[config.mk]
export PLATFORM = sky130hd
export DESIGN_NAME = uart_tx
export DESIGN_NICKNAME = d
export VERILOG_FILES = /design/src/rtl/uart_tx.sv
export SDC_FILE = /design/constraint.sdc
export NUM_CORES = 1
export LEC_CHECK = 0
export CORE_MARGIN = 8
export CORE_UTILIZATION = 60
export CTS_BUF_LIST = sky130_fd_sc_hd__clkbuf_4
export DETAILED_ROUTE_END_ITERATION = 12
export DONT_BUFFER_PORTS = 1
export GPL_ROUTABILITY_DRIVEN = 0
export PLACE_DENSITY_LB_ADDON = 0.25
export SETUP_SLACK_MARGIN = 0.3
export SLEW_MARGIN = 20
export SYNTH_ARGS = -nofsm -noshare
export SYNTH_HDL_FRONTEND = slang
export SYNTH_SLANG_ARGS = --single-unit
[constraint.sdc]
create_clock -name clk -period 3.13 [get_ports clk]
set_clock_uncertainty 0.1 [all_clocks]
set_input_delay 0.4695 -clock clk [delete_from_list [all_inputs] [get_ports clk]]
set_output_delay 0.4695 -clock clk [all_outputs]
set_load 0.05 [all_outputs]
[src/rtl/uart_tx.sv]
// uart_tx: FIFO-buffered UART transmitter (start, 8 data LSB first, stop).
// Define UART_TX_PARITY_EN to add a parityOdd port and a parity bit before the stop bit.
module uart_tx #(
  parameter int CLOCK_SCALE_BITS = 16,
  parameter int FIFO_DEPTH_BITS = 2
) (
  input  logic                        clk,
  input  logic                        rst,
  input  logic [CLOCK_SCALE_BITS-1:0] cyclesPerBit,
  input  logic [7:0]                  dataIn,
  input  logic                        dataWrite,
`ifdef UART_TX_PARITY_EN
  input  logic                        parityOdd,
`endif
  output logic                        tx,
  output logic                        fifoFull,
  output logic                        fifoEmpty,
  output logic                        busy
);
  localparam int DEPTH = 1 << FIFO_DEPTH_BITS;
  typedef enum logic [2:0] {IDLE, START, DATA, PARITY, STOP} state_t;
`ifdef UART_TX_PARITY_EN
  localparam state_t AFTER_DATA = PARITY;
`else
  localparam state_t AFTER_DATA = STOP;
`endif
  state_t state;
  logic [7:0] mem [DEPTH];
  logic [FIFO_DEPTH_BITS-1:0] rd_ptr, wr_ptr;
  logic [FIFO_DEPTH_BITS:0] count;
  logic [CLOCK_SCALE_BITS-1:0] div, period_m1;
  logic [2:0] bit_cnt;
  logic [7:0] shift;
  logic bit_end, pop, push, par_tx;
  assign fifoEmpty = count == '0;
  assign fifoFull = count == (FIFO_DEPTH_BITS+1)'(DEPTH);
  assign busy = state != IDLE;
  assign period_m1 = cyclesPerBit == '0 ? '0 : cyclesPerBit - CLOCK_SCALE_BITS'(1);
  assign bit_end = div == '0;
  // Full is judged before any same-cycle pop, so a write while full is always dropped.
  assign push = dataWrite && !fifoFull;
  assign pop = !fifoEmpty && (state == IDLE || (state == STOP && bit_end));
  always_ff @(posedge clk)
    if (push) mem[wr_ptr] <= dataIn;
  always_ff @(posedge clk or negedge rst)
    if (!rst) begin
      rd_ptr <= '0;
      wr_ptr <= '0;
      count <= '0;
    end else begin
      if (push) wr_ptr <= wr_ptr + FIFO_DEPTH_BITS'(1);
      if (pop) rd_ptr <= rd_ptr + FIFO_DEPTH_BITS'(1);
      count <= count + (FIFO_DEPTH_BITS+1)'(push) - (FIFO_DEPTH_BITS+1)'(pop);
    end
`ifdef UART_TX_PARITY_EN
  logic par_bit;
  always_ff @(posedge clk or negedge rst)
    if (!rst) par_bit <= 1'b0;
    else if (pop) par_bit <= ^mem[rd_ptr] ^ parityOdd;
  assign par_tx = par_bit;
`else
  assign par_tx = 1'b1;
`endif
  // tx is a register fed from the current state, so the line lags the state by one cycle.
  always_ff @(posedge clk or negedge rst)
    if (!rst) begin
      state <= IDLE;
      div <= '0;
      bit_cnt <= '0;
      shift <= '0;
      tx <= 1'b1;
    end else begin
      tx <= state == START ? 1'b0 : state == DATA ? shift[0] : state == PARITY ? par_tx : 1'b1;
      if (pop) begin
        state <= START;
        div <= period_m1;
        shift <= mem[rd_ptr];
      end else if (state != IDLE) begin
        if (!bit_end) div <= div - CLOCK_SCALE_BITS'(1);
        else if (state == STOP) state <= IDLE;
        else begin
          div <= period_m1;
          if (state == START) begin
            state <= DATA;
            bit_cnt <= '0;
          end else if (state == DATA) begin
            shift <= shift >> 1;
            bit_cnt <= bit_cnt + 3'd1;
            if (bit_cnt == 3'd7) state <= AFTER_DATA;
          end else state <= STOP;
        end
      end
    end
endmodule

# Yosys cells after proc, flatten, opt, wreduce, memory -nomap -nowiden
# Memories as Yosys holds them, arrays and structs flattened.
# Index checks and enable logic that the tools add are counted.
word_totals:
  input_bits: 27
  register_bits: 38
  mem_count: 1
  ram_bits: 32
op_classes:
  n_eq_ne: 9
  bitwise_logic: 2
  muxes: 24
  reduce_logical: 19
  addsub: 7
mem_list:
  columns: ["name", "words", "word_bits", "rd", "rd_clocked_by_memory_dff", "wr", "line", "rtl"]
  rows:
  - ["mem", 4, 8, 1, 0, 1, "28", "logic [7:0] mem [DEPTH];"]
op_table:
  columns: ["operator", "count"]
  rows:
  - ["16-bit two-way mux", 5]
  - ["8-bit two-way mux", 6]
  - ["16-bit logical NOT", 2]
  - ["16-bit by 1-bit subtractor with 16-bit output, second input constant", 2]
  - ["3-bit two-way mux", 9]
  - ["5-bit AND reduction", 2]
  - ["3-bit == test, second input constant", 3]
  - ["2-bit nonzero test", 4]
  - ["3-bit logical NOT", 2]
  - ["5-bit by 4-bit != test with 1-bit output, second input constant", 1]
  - ["2-bit by 1-bit adder with 2-bit output, second input constant", 2]
  - ["1-bit two-way mux", 4]
  - ["2-bit != test, second input constant", 2]
  - ["3-bit by 1-bit adder with 3-bit output", 1]
  - ["3-bit by 1-bit adder with 3-bit output, second input constant", 1]
  - ["3-bit by 1-bit == test with 1-bit output, second input constant", 1]
  - ["3-bit by 2-bit == test with 1-bit output, second input constant", 1]
  - ["1-bit logical AND", 3]
  - ["3-bit != test, second input constant", 1]
  - ["3-bit AND reduction", 1]
  - ["3-bit nonzero test", 1]
  - ["3-bit by 1-bit subtractor with 3-bit output", 1]
  - ["1-bit logical NOT", 2]
  - ["1-bit inverter", 2]
  - ["2 further kinds", 2]

# Longest topological paths before layout
# Gate-level depths: netlist of the first run.
depth:
  word_depth: 8
  depth_mapped: 12

# Worst setup path after synthesis of the first run
# OpenSTA, ideal clock, no wires.
synth_path:
  kind: "reg2reg"
  start: "register count[1]"
  end: "register count[2]"
  stages_incl_launch_ff: 11
  arrival_time_ns: 2.948
  n_path_buf: 1
  path_slack_ns: -0.041
  required_time_ns: 2.907
  cell_sequence: "dfrtp_1 nor3b_1 nor2b_1 clkbuf_1 inv_1 ha_1 inv_1 ha_1 fa_1 xor2_1 xnor2_1"
synth_between:
  elab_chain_cells: 5
  word_cells_on_any_way: 8
  classes_between: "add/sub (2); eq/ne (1); reduce/logical (5)"
synth_rtl:
  columns: ["element", "line", "rtl"]
  rows:
  - ["from (decl)", "30", "logic [FIFO_DEPTH_BITS:0] count;"]
  - ["from (signal assigned)", "53", "count <= count + (FIFO_DEPTH_BITS+1)'(push) - (FIFO_DEPTH_BITS+1)'(pop);"]
  - ["3-bit == test", "36", "assign fifoFull = count == (FIFO_DEPTH_BITS+1)'(DEPTH);"]
  - ["net fifoFull", "16", "output logic fifoFull,"]
  - ["1-bit logical NOT", "41", "assign push = dataWrite && !fifoFull;"]
  - ["1-bit logical AND", "41", null]
  - ["3-bit by 1-bit adder with 3-bit output", "53", null]
  - ["3-bit by 1-bit subtractor with 3-bit output", "53", null]
# The timed path passes the listed nets, and every way through them passes these cells.
# A chain may end at the register's enable or synchronous reset.

# Final worst setup path of the first run
layout_path:
  start: "register div[12]"
  end: "register count[2]"
layout_between:
  elab_chain_cells: 5
layout_rtl:
  columns: ["element", "line", "rtl"]
  rows:
  - ["from (decl)", "31", "logic [CLOCK_SCALE_BITS-1:0] div, period_m1;"]
  - ["from (signal assigned)", "76", "div <= period_m1;"]
  - ["from (signal assigned)", "79", "if (!bit_end) div <= div - CLOCK_SCALE_BITS'(1);"]
  - ["from (signal assigned)", "82", "div <= period_m1;"]
  - ["16-bit logical NOT", "39", "assign bit_end = div == '0;"]
  - ["1-bit logical AND", "42", "assign pop = !fifoEmpty && (state == IDLE || (state == STOP && bit_end));"]
  - ["1-bit logical OR", "42", null]
  - ["1-bit logical AND", "42", null]
  - ["net pop", "34", "logic bit_end, pop, push, par_tx;"]
  - ["3-bit by 1-bit subtractor with 3-bit output", "53", null]
# The timed path passes the listed nets, and every way through them passes these cells.

==> results of run 1 <==
## area by class of cell
cell class	count	share of cell area, %
flip-flops and latches	70	44.2
repair buffers	20	3.81
clock buffers	10	1.73
well taps	77	2.22
clock inverters	6	1.99
inverters	16	1.39
multi-input cells	254	44.7
## metal layers
| metal | wire length, µm | track usage, % |
|---|---|---|
| met1 | 3890 | 24.4 |
| met2 | 4280 | 30.5 |
| met3 | 553 | 4.13 |
| met4 | 111 | 6.98 |
| met5 | 0 | 0 |
## repair_timing
| item | in CTS | in global routing |
|---|---|---|
| hold endpoints to repair | 38 | 0 |
| setup buffers | 0 | 3 |
| setup endpoints to repair | 0 | 1 |
| hold buffers | 2 | 0 |
## cell families after synthesis
kind of cell | Yosys count
and+or+nand+nor | 123
AOI/OAI and AO/OA | 90
DFF | 70
buffers and inverters | 32
xor gates and xnor gates | 15
muxes | 14
adders and majority gates | 12
## path summary, 6_finish.rpt
path | from | end | slack, ns | depth (start not counted)
worst min register to register | count[2] | count[2] | 0.42 | 1
min in group asynchronous | rst | div[4] | 0.40 | 2
worst max register to register | div[12] | count[2] | 0.50 | 10
max in group asynchronous | rst | tx | 2.28 | 2
worst min-delay path | dataIn[6] | mem[2][6] | 0.05 | 0
worst max-delay path | div[12] | count[2] | 0.50 | 10
## power breakdown
| group | switching [mW] | total (mW) | internal (mW) |
|---|---|---|---|
| logic | 0.421 | 0.792 | 0.371 |
| registers | 0.204 | 1.40 | 1.19 |
| clock network | 0.327 | 0.659 | 0.332 |
| total | 0.952 | 2.85 | 1.90 |
## registers in the layout, indices dropped and copies added (netlist names), 2 cells and up
| register | cells |
|---|---|
| shift | 8 |
| bit_cnt | 3 |
| state | 3 |
| rd_ptr | 2 |
| count | 3 |
| mem | 32 |
| wr_ptr | 2 |
| div | 16 |
## worst register-to-register path, delay by kind of cell, from the launching register on
family                     cells  cell delay (ns)
DFF                            1             0.44
xor gates and xnor gates       2             0.30
adders and majority gates      3             0.66
and+or+nand+nor                3             0.87
AOI/OAI and AO/OA              1             0.11
buffers and inverters          1             0.04
## Yosys cell counts, types with 6 or more instances
library cell,n
dfrtp_1,37
edfxtp_1,32
nor2_1,21
nor3_1,20
o21ai_0,19
nand3_1,18
nand2_1,16
inv_1,13
clkbuf_1,11
ha_1,11
a31oi_1,10
xnor2_1,9
a21oi_1,8
mux4_2,8
o22ai_1,8
xor2_1,6
## through the flow
| step | power, mW | area, µm² | util, % |
|---|---|---|---|
| final | 2.85 | 4330 | 68.2 |
| after global routing | 3.00 | 4330 | 68.2 |
| after CTS | 2.86 | 4310 | 67.8 |
| after detailed placement | 2.20 | 4120 | 64.8 |
| after global placement | 2.14 | 4120 | 64.8 |
| after floorplan | 1.97 | 3980 | - |
==> flow_summary.toml, run 1 <==
[outcome]
status = "finished, final reports clean"

[clocking]
cts.sinks = 70
clkTransAtPathRegs_ns = 0.12
max-clock-path-buffers = 2
cts_made_buffers = 9
clockRootBuffer = "clkbuf_4"
h-tree-depth = 3
post_cts_resized = 0
clock_latency_ns = 0.40
cts_tree = "built"

[final_layout]
layout_commonest_cell = "dfrtp_1"
antennaDiodeCount = 0
multi_input_area_um2 = 1930
syn_to_final_growth_pct = 9.73
fin_nets = 410
seq_area_um2 = 1910
drive_gt1_share_pct = 18.4
n_fill_cell = 473
final_cells = 453
final_cell_mix = "dfrtp_1 (37), edfxtp_1 (32), nor2_1 (21)"

[drt]
via_count = 2948
avgRoutedWirePerCell_um = 19.5
viasPerCell = 6.51
drt_pass1_iterations = 4
drt.antenna.violating_nets = 0
routed_wl_um = 8830
drtIter0Drc = 189
drc = 0

[global_route]
grt_usage_pct = 18.9
grt_remaining_overflow = 0
grt_pass1_vias = 2938
antenna_found_initial = 0
grt_max_degree = 39
grt_pass1_wl_um = 14600

[setup_path]
criticalPathCategory = "register to register"
worstPathMaxFanout = 4
required_ns = 3.33
crit_buf_inv = 1
cp_top_family = "simple AND/OR/NAND/NOR gates"
cp.arrival_ns = 2.83
cpPeakStageDelay_ns = 0.44
crit_chain = "nor4_2 > and4b_2 > a31oi_4 > nor2_4 > ha_1 > inv_1 > ha_1 > fa_2 > xor2_1 > xnor2_1"
cp-end-kind = "register"
crit_top_cell = "ha_1"
slowest_stage = "dfrtp_1"
start_kind = "register"

[synthesis]
post_synth.cell_area_avg_um2 = 11.1
synth-main-ff-cell = "dfrtp_1"
synthCells = 356
synthAdderAreaFrac_pct = 3.99
synthTopCellsByArea = "edfxtp_1 (24%), dfrtp_1 (23%), mux4_2 (4.6%)"
syn_nets = 395
seq_area_frac_synth_pct = 48.5
yosys-mux-area-fraction_pct = 6.12
syn_area_um2 = 3950
yosys_warnings = 0
async_flop_share_pct = 54.3
yosys.area_share.simple_pct = 18.3
synth_edf_count = 32
yosys.area.top_type = "edfxtp_1"
synthXorXnorAreaFrac_pct = 3.33
ys_types = 64
synth-compound-area-share_pct = 16.5
yosys_register_bits = 70
synth_top_family_by_area = "simple AND/OR/NAND/NOR gates"
yosysTopAreaCellShare_pct = 24.4

[placed_design]
dp_cells = 432
hpwl_um = 6460
io_buffers = 0
pre_cts_slack_ns = 0.396

[sta]
worst_pin_slew_ns = 0.886
setup-violations-final = 0
min_period_ns = 2.63
relSlewSlack_pct = 40.7
fin_setup_tns_ns = 0
layout_setup_ws_ns = 0.499
fmax_ghz = 0.380
fin_crit_sh_pct = 84.1
slew_viol_final = 0
finalHoldViolations = 0
rsz0062_at_grt = "false"
holdWs_ns = 0.0541

[job]
drv_cap = 0

[die]
rows = 29
die_h_um = 97.1
die_w_um = 97.1
start_util_pct = 62.1
core_area_um2 = 6350
pin_count = 31
die-area_um2 = 9430

[power]
p_per_area_nw_per_um2 = 657
ir_drop_mv = 0.528
power.leakage_nw = 1.64

[hold_path]
hold_class = "primary input to register"
No activity file was read; power rests on OpenSTA's default activity.
==> inputs of run 2 (changes only) <==
--- a/config.mk
+++ b/config.mk
@@ -6,7 +6,7 @@
 export NUM_CORES = 1
 export LEC_CHECK = 0
 export CORE_MARGIN = 8
-export CORE_UTILIZATION = 60
+export CORE_UTILIZATION = 66
 export CTS_BUF_LIST = sky130_fd_sc_hd__clkbuf_4
 export DETAILED_ROUTE_END_ITERATION = 12
 export DONT_BUFFER_PORTS = 1
==> constraint.sdc (replaced) <==
create_clock -name clk -period 2.65 [get_ports clk]
set_clock_uncertainty 0.1 [all_clocks]
set_input_delay 0.3975 -clock clk [delete_from_list [all_inputs] [get_ports clk]]
set_output_delay 0.3975 -clock clk [all_outputs]
set_load 0.05 [all_outputs]
==> flow_summary.toml, run 2 (synthesis results as in run 1) <==
[die]
die_w_um = 93.3
rows = 28
core_area_um2 = 5850
die_h_um = 93.3
start_util_pct = 67.5
pin_count = 31
die-area_um2 = 8710

[job]
drv_cap = 0

[clocking]
h-tree-depth = 3
cts_tree = "built"
clock_latency_ns = 0.44
cts.sinks = 70
max-clock-path-buffers = 2
clkTransAtPathRegs_ns = 0.14
clockRootBuffer = "clkbuf_4"
cts_made_buffers = 9

[final_layout]
antennaDiodeCount = 0
syn_to_final_growth_pct = 16.1
drive_gt1_share_pct = 23.8
final_cell_mix = "dfrtp_1 (37), buf_4 (33), edfxtp_1 (32)"
fin_nets = 434
top_register = "mem"
fin_util_pct = 78.3
largest_reg_flops = 32
final_cells = 475
layout_commonest_cell = "dfrtp_1"
largest_registers = "mem x32, div x16, shift x8"

[sta]
fin_crit_sh_pct = 95.5
rsz0062_at_grt = "true"
fin_setup_tns_ns = 0
fmax_ghz = 0.395
slew_viol_final = 0
finalHoldViolations = 0
setup-violations-final = 0
min_period_ns = 2.53
relSlewSlack_pct = 55.5
worst_pin_slew_ns = 0.661

[drt]
drc = 0
avgRoutedWirePerCell_um = 22.3
viasPerCell = 6.82
drt_pass1_iterations = 5
drt.antenna.violating_nets = 0
routed_wl_um = 10600
drtIter0Drc = 303
via_count = 3240

[global_route]
grt_pass1_vias = 3189
antenna_found_initial = 0
grt_usage_pct = 25.4
grt_max_degree = 39
grt_pass1_wl_um = 17000
grt_remaining_overflow = 0

[power]
power.leakage_nw = 1.75
ir_drop_mv = 0.509
p_per_area_nw_per_um2 = 762

[hold_path]
hold_class = "primary input to register"

[setup_path]
worstPathMaxFanout = 2
required_ns = 2.89
criticalPathCategory = "register to register"
cp.arrival_ns = 2.78
cp-end-kind = "register"
start_kind = "register"

[outcome]
status = "finished, final reports clean"

[placed_design]
hpwl_um = 7160
io_buffers = 0
dp_cells = 441
run 2: cell types whose count changed in the layout (fill, tap and decap cells not counted), sizes merged, moves of 3 or more:
cell,delta
inv,+4
dlygate4sd3,+8
buf,+16
clkinv,-3
run 2: routing by layer:
layer,part of all wire [%],global-route usage [%],up-vias
li1,-,-,1444
met1,39,32.0,1583
met2,49,41.1,180
met5,0,0,-
met3,9.1,6.89,33
met4,2.6,8.72,0
run 2: path summary, 6_finish.rpt:
| path | start | to | slack, ns | cells after the start |
|---|---|---|---|---|
| worst max register to register | div[1] | count[2] | 0.12 | 12 |
| min in group asynchronous | rst | shift[1] | 0.30 | 2 |
| max in group asynchronous | rst | tx | 1.92 | 2 |
| worst min-delay path | cyclesPerBit[10] | div[10] | 0.12 | 3 |
| worst min register to register | count[2] | count[2] | 0.38 | 1 |
| worst max-delay path | div[1] | count[2] | 0.12 | 12 |
run 2: layout make-up:
cell class / instances / area, µm²
sequential: 70 / 1910
multi-input combinational: 254 / 1990
inverter: 16 / 60.1
timing repair buffer: 44 / 378
tap: 75 / 93.8
clock buffer: 9 / 67.6
fill: 353 / 1270
clock inverter: 7 / 80.1
run 2: stage by stage:
stage               setup slack [ns]  instance area, µm²  hold slack [ns]  total power, mW
floorplan                     -0.105                3990          0.00191             2.34
global placement               0.106                4210          0.00393             2.56
detailed placement            0.0375                4210          0.00357             2.63
CTS                           0.0936                4530           0.0937             3.43
global route                  0.0328                4580            0.115             3.64
finish                         0.119                4580            0.115             3.49
run 2: what timing repair did:
| item | 4_1_cts | 5_1_grt |
|---|---|---|
| setup endpoints to repair | 3 | 18 |
| hold buffers | 10 | 0 |
| resized for setup | 4 | 4 |
| hold endpoints to repair | 70 | 0 |
| buffers inserted | 5 | 3 |
| pin swaps | 6 | 3 |
run 2: critical path, cell delays in order, from the launching register on:
cell     delay [ns]
dfrtp_1        0.39
inv_2          0.06
ha_4           0.15
nor3b_4        0.14
and4b_2        0.25
a31oi_4        0.18
nor2_4         0.06
ha_4           0.26
inv_2          0.04
ha_4           0.15
fa_2           0.34
xor2_1         0.18
xnor2_1        0.13
run 2: power breakdown:
group	switching, mW	internal [mW]
sequential	0.258	1.41
combinational	0.562	0.510
clock	0.451	0.302
total	1.27	2.22
